### config.mk
export PLATFORM = sky130hd
export DESIGN_NAME = imm_gen
export DESIGN_NICKNAME = d
export VERILOG_FILES = /design/src/rtl/imm_pkg.sv /design/src/rtl/imm_field_decode.sv /design/src/rtl/imm_gen.sv
export SDC_FILE = /design/constraint.sdc
export NUM_CORES = 1
export LEC_CHECK = 0
export CELL_PAD_IN_SITES_DETAIL_PLACEMENT = 0
export CELL_PAD_IN_SITES_GLOBAL_PLACEMENT = 1
export CORE_UTILIZATION = 40
export CTS_CLUSTER_DIAMETER = 30
export CTS_CLUSTER_SIZE = 12
export DETAILED_ROUTE_END_ITERATION = 7
export PLACE_DENSITY = 0.85
export REMOVE_ABC_BUFFERS = 1
export SYNTH_ARGS = -nofsm -noshare
export SYNTH_HDL_FRONTEND = slang
export SYNTH_SLANG_ARGS = --single-unit
### constraint.sdc
create_clock -name clk -period 4.4 [get_ports clk]
set_clock_uncertainty 0.05 [all_clocks]
set_input_delay 0.88 -clock clk [delete_from_list [all_inputs] [get_ports clk]]
set_output_delay 0.88 -clock clk [all_outputs]
set_load 0.01 [all_outputs]
### src/rtl/imm_pkg.sv
// Shared encodings for the immediate generator: field-select modes,
// field widths and the prefix chunk width.
package imm_pkg;

    localparam int PREFIX_W = 6;

    typedef enum logic [2:0] {
        SEL_ZX3    = 3'd0,
        SEL_ZX4    = 3'd1,
        SEL_SX5    = 3'd2,
        SEL_ZERO   = 3'd3,
        SEL_PREFIX = 3'd4,
        SEL_SX6    = 3'd5,
        SEL_ZX6    = 3'd6,
        SEL_RSVD   = 3'd7
    } sel_e;

    localparam logic [2:0] FW_NONE = 3'd0;
    localparam logic [2:0] FW_ZX3  = 3'd3;
    localparam logic [2:0] FW_ZX4  = 3'd4;
    localparam logic [2:0] FW_SX5  = 3'd5;
    localparam logic [2:0] FW_6    = 3'd6;

    // Modes that produce a constant zero and discard any pending prefix.
    function automatic logic is_const_zero(input sel_e sel);
        return (sel == SEL_ZERO) || (sel == SEL_RSVD);
    endfunction

endpackage

### src/rtl/imm_field_decode.sv
// Combinational field extractor: picks the raw immediate field, its width
// and whether it is signed, from the instruction byte and select mode.
module imm_field_decode
    import imm_pkg::*;
(
    input  logic [7:0] instr,
    input  logic [2:0] sel,
    output logic [5:0] field,
    output logic [2:0] fw,
    output logic       sgn
);

    sel_e sel_s;
    assign sel_s = sel_e'(sel);

    // Field select; prefix and constant modes contribute no field bits.
    always_comb begin
        field = 6'd0;
        fw    = FW_NONE;
        sgn   = 1'b0;
        case (sel_s)
            SEL_ZX3: begin
                field = {3'd0, instr[4:2]};
                fw    = FW_ZX3;
            end
            SEL_ZX4: begin
                field = {2'd0, instr[3:0]};
                fw    = FW_ZX4;
            end
            SEL_SX5: begin
                field = {1'b0, instr[4:0]};
                fw    = FW_SX5;
                sgn   = 1'b1;
            end
            SEL_SX6: begin
                field = instr[5:0];
                fw    = FW_6;
                sgn   = 1'b1;
            end
            SEL_ZX6: begin
                field = instr[5:0];
                fw    = FW_6;
            end
            default: begin
                field = 6'd0;
                fw    = FW_NONE;
                sgn   = 1'b0;
            end
        endcase
    end

endmodule

### src/rtl/imm_gen.sv
// Immediate generator: accumulates up to PREFIX_MAX 6-bit prefix words and
// concatenates them with the decoded field into a registered immediate.
module imm_gen
    import imm_pkg::*;
#(
    parameter int DATA_W     = 8,
    parameter int PREFIX_MAX = 2
) (
    input  logic              clk,
    input  logic              rst_n,
    input  logic              instr_valid,
    input  logic [7:0]        instr,
    input  logic [2:0]        sel,
    input  logic              stall,
    input  logic              flush,
    output logic [DATA_W-1:0] imm,
    output logic              imm_valid,
    output logic              prefix_pending,
    output logic              prefix_ovf
);

    localparam logic [2:0] CNT_MAX = 3'(PREFIX_MAX);
    localparam logic [5:0] DW6     = 6'(DATA_W);

    logic [DATA_W-1:0] acc_r, acc_s;
    logic [2:0]        cnt_r, cnt_s;
    logic [DATA_W-1:0] imm_r, imm_s;
    logic              vld_r, vld_s;
    logic              ovf_r, ovf_s;
    logic              pend_r;

    logic [5:0]        field_s;
    logic [2:0]        fw_s;
    logic              sgn_s;
    sel_e              sel_s;
    logic              accept_s;
    logic [5:0]        len_s;
    logic [DATA_W-1:0] cat_s;
    logic [DATA_W-1:0] shifted_s;
    logic [DATA_W-1:0] ext_s;

    imm_field_decode u_decode (
        .instr (instr),
        .sel   (sel),
        .field (field_s),
        .fw    (fw_s),
        .sgn   (sgn_s)
    );

    assign sel_s    = sel_e'(sel);
    assign accept_s = instr_valid & ~stall & ~flush;

    // Concatenate prefix bits with the field; sign-extend from the top
    // concatenated bit only when that bit lies inside the output word.
    always_comb begin
        len_s     = 6'(cnt_r) * 6'(PREFIX_W) + 6'(fw_s);
        cat_s     = (acc_r << fw_s) | DATA_W'(field_s);
        shifted_s = cat_s >> (len_s - 6'd1);
        if (sgn_s && (len_s < DW6) && shifted_s[0]) begin
            ext_s = cat_s | ({DATA_W{1'b1}} << len_s);
        end else begin
            ext_s = cat_s;
        end
    end

    // Next-state selection: flush beats stall, stall freezes everything.
    always_comb begin
        acc_s = acc_r;
        cnt_s = cnt_r;
        imm_s = imm_r;
        vld_s = vld_r;
        ovf_s = ovf_r;
        if (flush) begin
            acc_s = '0;
            cnt_s = 3'd0;
            vld_s = 1'b0;
            ovf_s = 1'b0;
        end else if (stall) begin
            acc_s = acc_r;
            cnt_s = cnt_r;
            vld_s = vld_r;
            ovf_s = ovf_r;
        end else if (accept_s) begin
            if (sel_s == SEL_PREFIX) begin
                vld_s = 1'b0;
                if (cnt_r < CNT_MAX) begin
                    acc_s = (acc_r << PREFIX_W) | DATA_W'(instr[5:0]);
                    cnt_s = cnt_r + 3'd1;
                    ovf_s = 1'b0;
                end else begin
                    ovf_s = 1'b1;
                end
            end else begin
                imm_s = is_const_zero(sel_s) ? '0 : ext_s;
                vld_s = 1'b1;
                acc_s = '0;
                cnt_s = 3'd0;
                ovf_s = 1'b0;
            end
        end else begin
            vld_s = 1'b0;
            ovf_s = 1'b0;
        end
    end

    // State and output registers with synchronous active-low reset.
    always_ff @(posedge clk) begin
        if (!rst_n) begin
            acc_r  <= '0;
            cnt_r  <= 3'd0;
            imm_r  <= '0;
            vld_r  <= 1'b0;
            ovf_r  <= 1'b0;
            pend_r <= 1'b0;
        end else begin
            acc_r  <= acc_s;
            cnt_r  <= cnt_s;
            imm_r  <= imm_s;
            vld_r  <= vld_s;
            ovf_r  <= ovf_s;
            pend_r <= (cnt_s != 3'd0);
        end
    end

    assign imm            = imm_r;
    assign imm_valid      = vld_r;
    assign prefix_pending = pend_r;
    assign prefix_ovf     = ovf_r;

endmodule

==> results of run 1 <==
==> sequential cells by signal, summed over array words and instances, names as in the netlist <==
signal / flops
acc_r: 8
imm: 8
cnt_r: 3
imm_valid: 1
prefix_ovf: 1
prefix_pending: 1
==> worst min-delay path, delay by kind of cell (launching register included) <==
| family | cells | cell delay (ps) |
|---|---|---|
| AND/OR/NAND/NOR | 1 | 60 |
| AO/OA/AOI/OAI | 1 | 60 |
| flip-flops | 1 | 320 |
==> power groups by stage <==
stage | Combinational, mW | Clock, mW | Sequential [mW]
6_report | 0.141 | 0.149 | 0.202
3_3_place_gp | 0.140 | 0 | 0.207
2_1_floorplan | 0.0893 | 0 | 0.208
5_1_grt | 0.154 | 0.162 | 0.202
4_1_cts | 0.141 | 0.157 | 0.202
3_5_place_dp | 0.140 | 0 | 0.207
==> stage by stage <==
| step | instances | power [mW] |
|---|---|---|
| 4_1_cts | 291 | 0.500 |
| 2_1_floorplan | 203 | 0.297 |
| 6_report | 291 | 0.492 |
| 3_3_place_gp | 287 | 0.347 |
| 3_5_place_dp | 287 | 0.347 |
| 5_1_grt | 291 | 0.519 |
==> cell usage after synthesis (3+ instances only) <==
| cell | instances |
|---|---|
| xnor2_1 | 3 |
| nor3b_1 | 3 |
| nand2b_1 | 5 |
| nand2_1 | 24 |
| ha_1 | 11 |
| a22oi_1 | 13 |
| nor3_1 | 4 |
| o31ai_1 | 9 |
| dfxtp_1 | 22 |
| buf_6 | 4 |
| clkbuf_1 | 3 |
| o21ai_0 | 16 |
| a21oi_1 | 13 |
| a22o_1 | 3 |
| nor2_1 | 17 |
| inv_1 | 10 |
| and2_1 | 3 |
==> per-layer routing <==
layer	wire length [um]	vias to the layer above
met1	2130	751
met4	25	0
met2	1810	42
li1	-	838
met3	173	2
met5	0	-
==> logic make-up (layout without fill, tap and decap cells) <==
logic type	Yosys count	count (layout)	share of synthesized area, %
buf+inv	20	48	6.36
compound gates	76	76	31.7
flops	22	22	25.2
fa+ha+maj	13	13	10.2
xor+xnor	4	4	2.00
simple gates	75	75	22.8
mux	3	3	1.79
==> worst paths after layout <==
check	start	end	slack, ps	depth (start not counted)
worst max-delay path	sel[0]	imm[1]$_SDFFE_PN0P_	590	15
worst min-delay path	imm_valid$_SDFFE_PP0N_	imm_valid$_SDFFE_PP0N_	430	2
worst max register to register	cnt_r[1]$_SDFF_PN0_	imm[1]$_SDFFE_PN0P_	1510	8
worst min register to register	imm_valid$_SDFFE_PP0N_	imm_valid$_SDFFE_PP0N_	430	2
==> area by class of cell <==
cell class                 instances  area [sq um]
tap                               50          62.6
timing repair buffer              34           315
inverter                          10          37.5
sequential                        22           440
fill                             414          1980
multi-input combinational        171          1200
clock buffer                       4          55.1
==> flow_metrics.py, run 1 <==
metrics = {
    "timing": {
        "max_freq_ghz": 0.262,
        "hold-worst-slack_ps": 429,
        "rsz0062_at_grt": "no",
        "layout_min_cycle_time_ps": 3810,
        "tightest_slew_ps": 732,
        "slew_violations": 0,
        "setup_violations": 0,
        "slew_headroom_pct": 50.9,
        "tns_ps": 0,
        "final_hold_viol_count": 0,
        "fin_crit_sh_pct": 86.6,
        "setup_ws_ps": 588,
    },
    "logic_synthesis": {
        "syn_avg_cell_area_sq_um": 8.22,
        "yosysTopAreaCell": "dfxtp_1",
        "syn_inst": 213,
        "async_reset_ff_share_pct": 0,
        "seq_area_frac_synth_pct": 25.2,
        "ys_types": 56,
        "synth_edf_count": 0,
        "synth_top_area_share_pct": 25.2,
        "yosys_warnings": 0,
        "synth_flop_cell": "dfxtp_1",
        "yosys_register_bits": 22,
        "synth_area_leaders": "dfxtp_1, ha_1, a22oi_1",
        "synthesis.area_sq_mm": 0.00175,
    },
    "critical_path": {
        "critPathMaxStageDelay_ps": 530,
        "path_class": "in2reg",
        "crit_required_ps": 4500,
        "cp_cell_sequence": "clkdlybuf4s50_1 > inv_1 > ha_1 > o21ai_2 > nand2_1 > ha_1 > inv_1 > fa_1 > xor2_1 > a41oi_1 > o31ai_1 > a31oi_1 > o31ai_4 > o31ai_4 > o41ai_2",
        "path_delay_family": "compound AO/OA/AOI/OAI gates",
        "worst-path-max-fanout": 7,
        "cp-end-kind": "flop",
        "crit_path_start_kind": "input pin",
        "cp_data_arrival_time_ps": 3910,
        "critPathSlowestCell": "clkdlybuf4s50_1",
        "crit_buf_inv": 3,
    },
    "pwr": {
        "p_switching_mw": 0.149,
        "leakage_nw": 0.766,
        "p_sw_share_pct": 30.4,
        "ir_drop_mv": 0.188,
        "p_clk_share_pct": 30.3,
        "pwr-share-seq_pct": 41.1,
        "p_per_area_mw_per_mm2": 233,
        "p_comb_share_pct": 28.7,
        "p_int_mw": 0.343,
    },
    "clocking": {
        "ctsHoldBuffers": 0,
        "cts_tree": "done",
        "cts.path.max_buffers": 2,
        "cts_root_buf": "clkbuf_8",
        "cts.sinks": 22,
        "cts_max_level": 1,
        "post_cts_buffers": 0,
        "cts-resized-gates": 0,
        "clkTransAtPathRegs_ps": 80,
        "clkLatencyLatePin_ps": 260,
        "numCtsBuffers": 3,
    },
    "place": {
        "gp_congestion": 0.867,
        "dpl_cell_area_sq_mm": 0.00205,
        "hpwl_mm": 3.27,
        "port_buffers": 24,
        "place_worst_setup_slack_ps": 315,
    },
    "global_route": {
        "grtUsageMet2_pct": 29.8,
        "grt-ovfl-total": 0,
        "top_usage_layer": "met2",
        "grt_use_total_pct": 19.7,
        "grt_pass1_wl_mm": 6.89,
        "globalRouteMet3Util_pct": 4.17,
        "antenna_found_initial": 0,
        "grt_pass1_vias": 1436,
        "use_met1_pct": 28.3,
        "grt_max_degree": 14,
    },
    "floorplan": {
        "num_rows": 23,
        "die_area_sq_mm": 0.00464,
        "start_util_pct": 42.8,
        "coreArea_sq_mm": 0.00409,
        "dieHeight_um": 68.2,
        "die_w_um": 68.2,
        "top_level_ports": 27,
    },
    "run": {
        "drv_cap": 0,
    },
    "routing": {
        "wirelength_mm": 4.14,
        "vias_per_cell": 5.61,
        "dr.pass1.iters": 4,
        "postRouteAntennaNets": 0,
        "drt_iter0_markers": 57,
        "vias": 1633,
        "wl_per_cell_um": 14.2,
        "drcViolationCount": 0,
    },
    "run_status": {
        "status": "finished, final reports clean",
    },
    "layout": {
        "layout-drive-gt1-share_pct": 11.6,
        "layout_common_cells": "nand2_1, clkdlybuf4s50_1, dfxtp_1, nor2_1, o21ai_0",
        "post-route-util_pct": 51.6,
        "area_delta_synth_final_pct": 20.5,
        "final_nets": 271,
        "fin_area_sq_mm": 0.00211,
        "n_antenna_cell": 0,
    },
    "worst_hold_path": {
        "hold_path.class": "reg2reg",
    },
}
Power figures use the tool's default switching activity.
==> run 2: changes to the inputs <==
- SETUP_SLACK_MARGIN: unset -> 0.02
==> results of run 2 <==
Same layout as run 1: the final DEF is identical, and so are final timing and power.
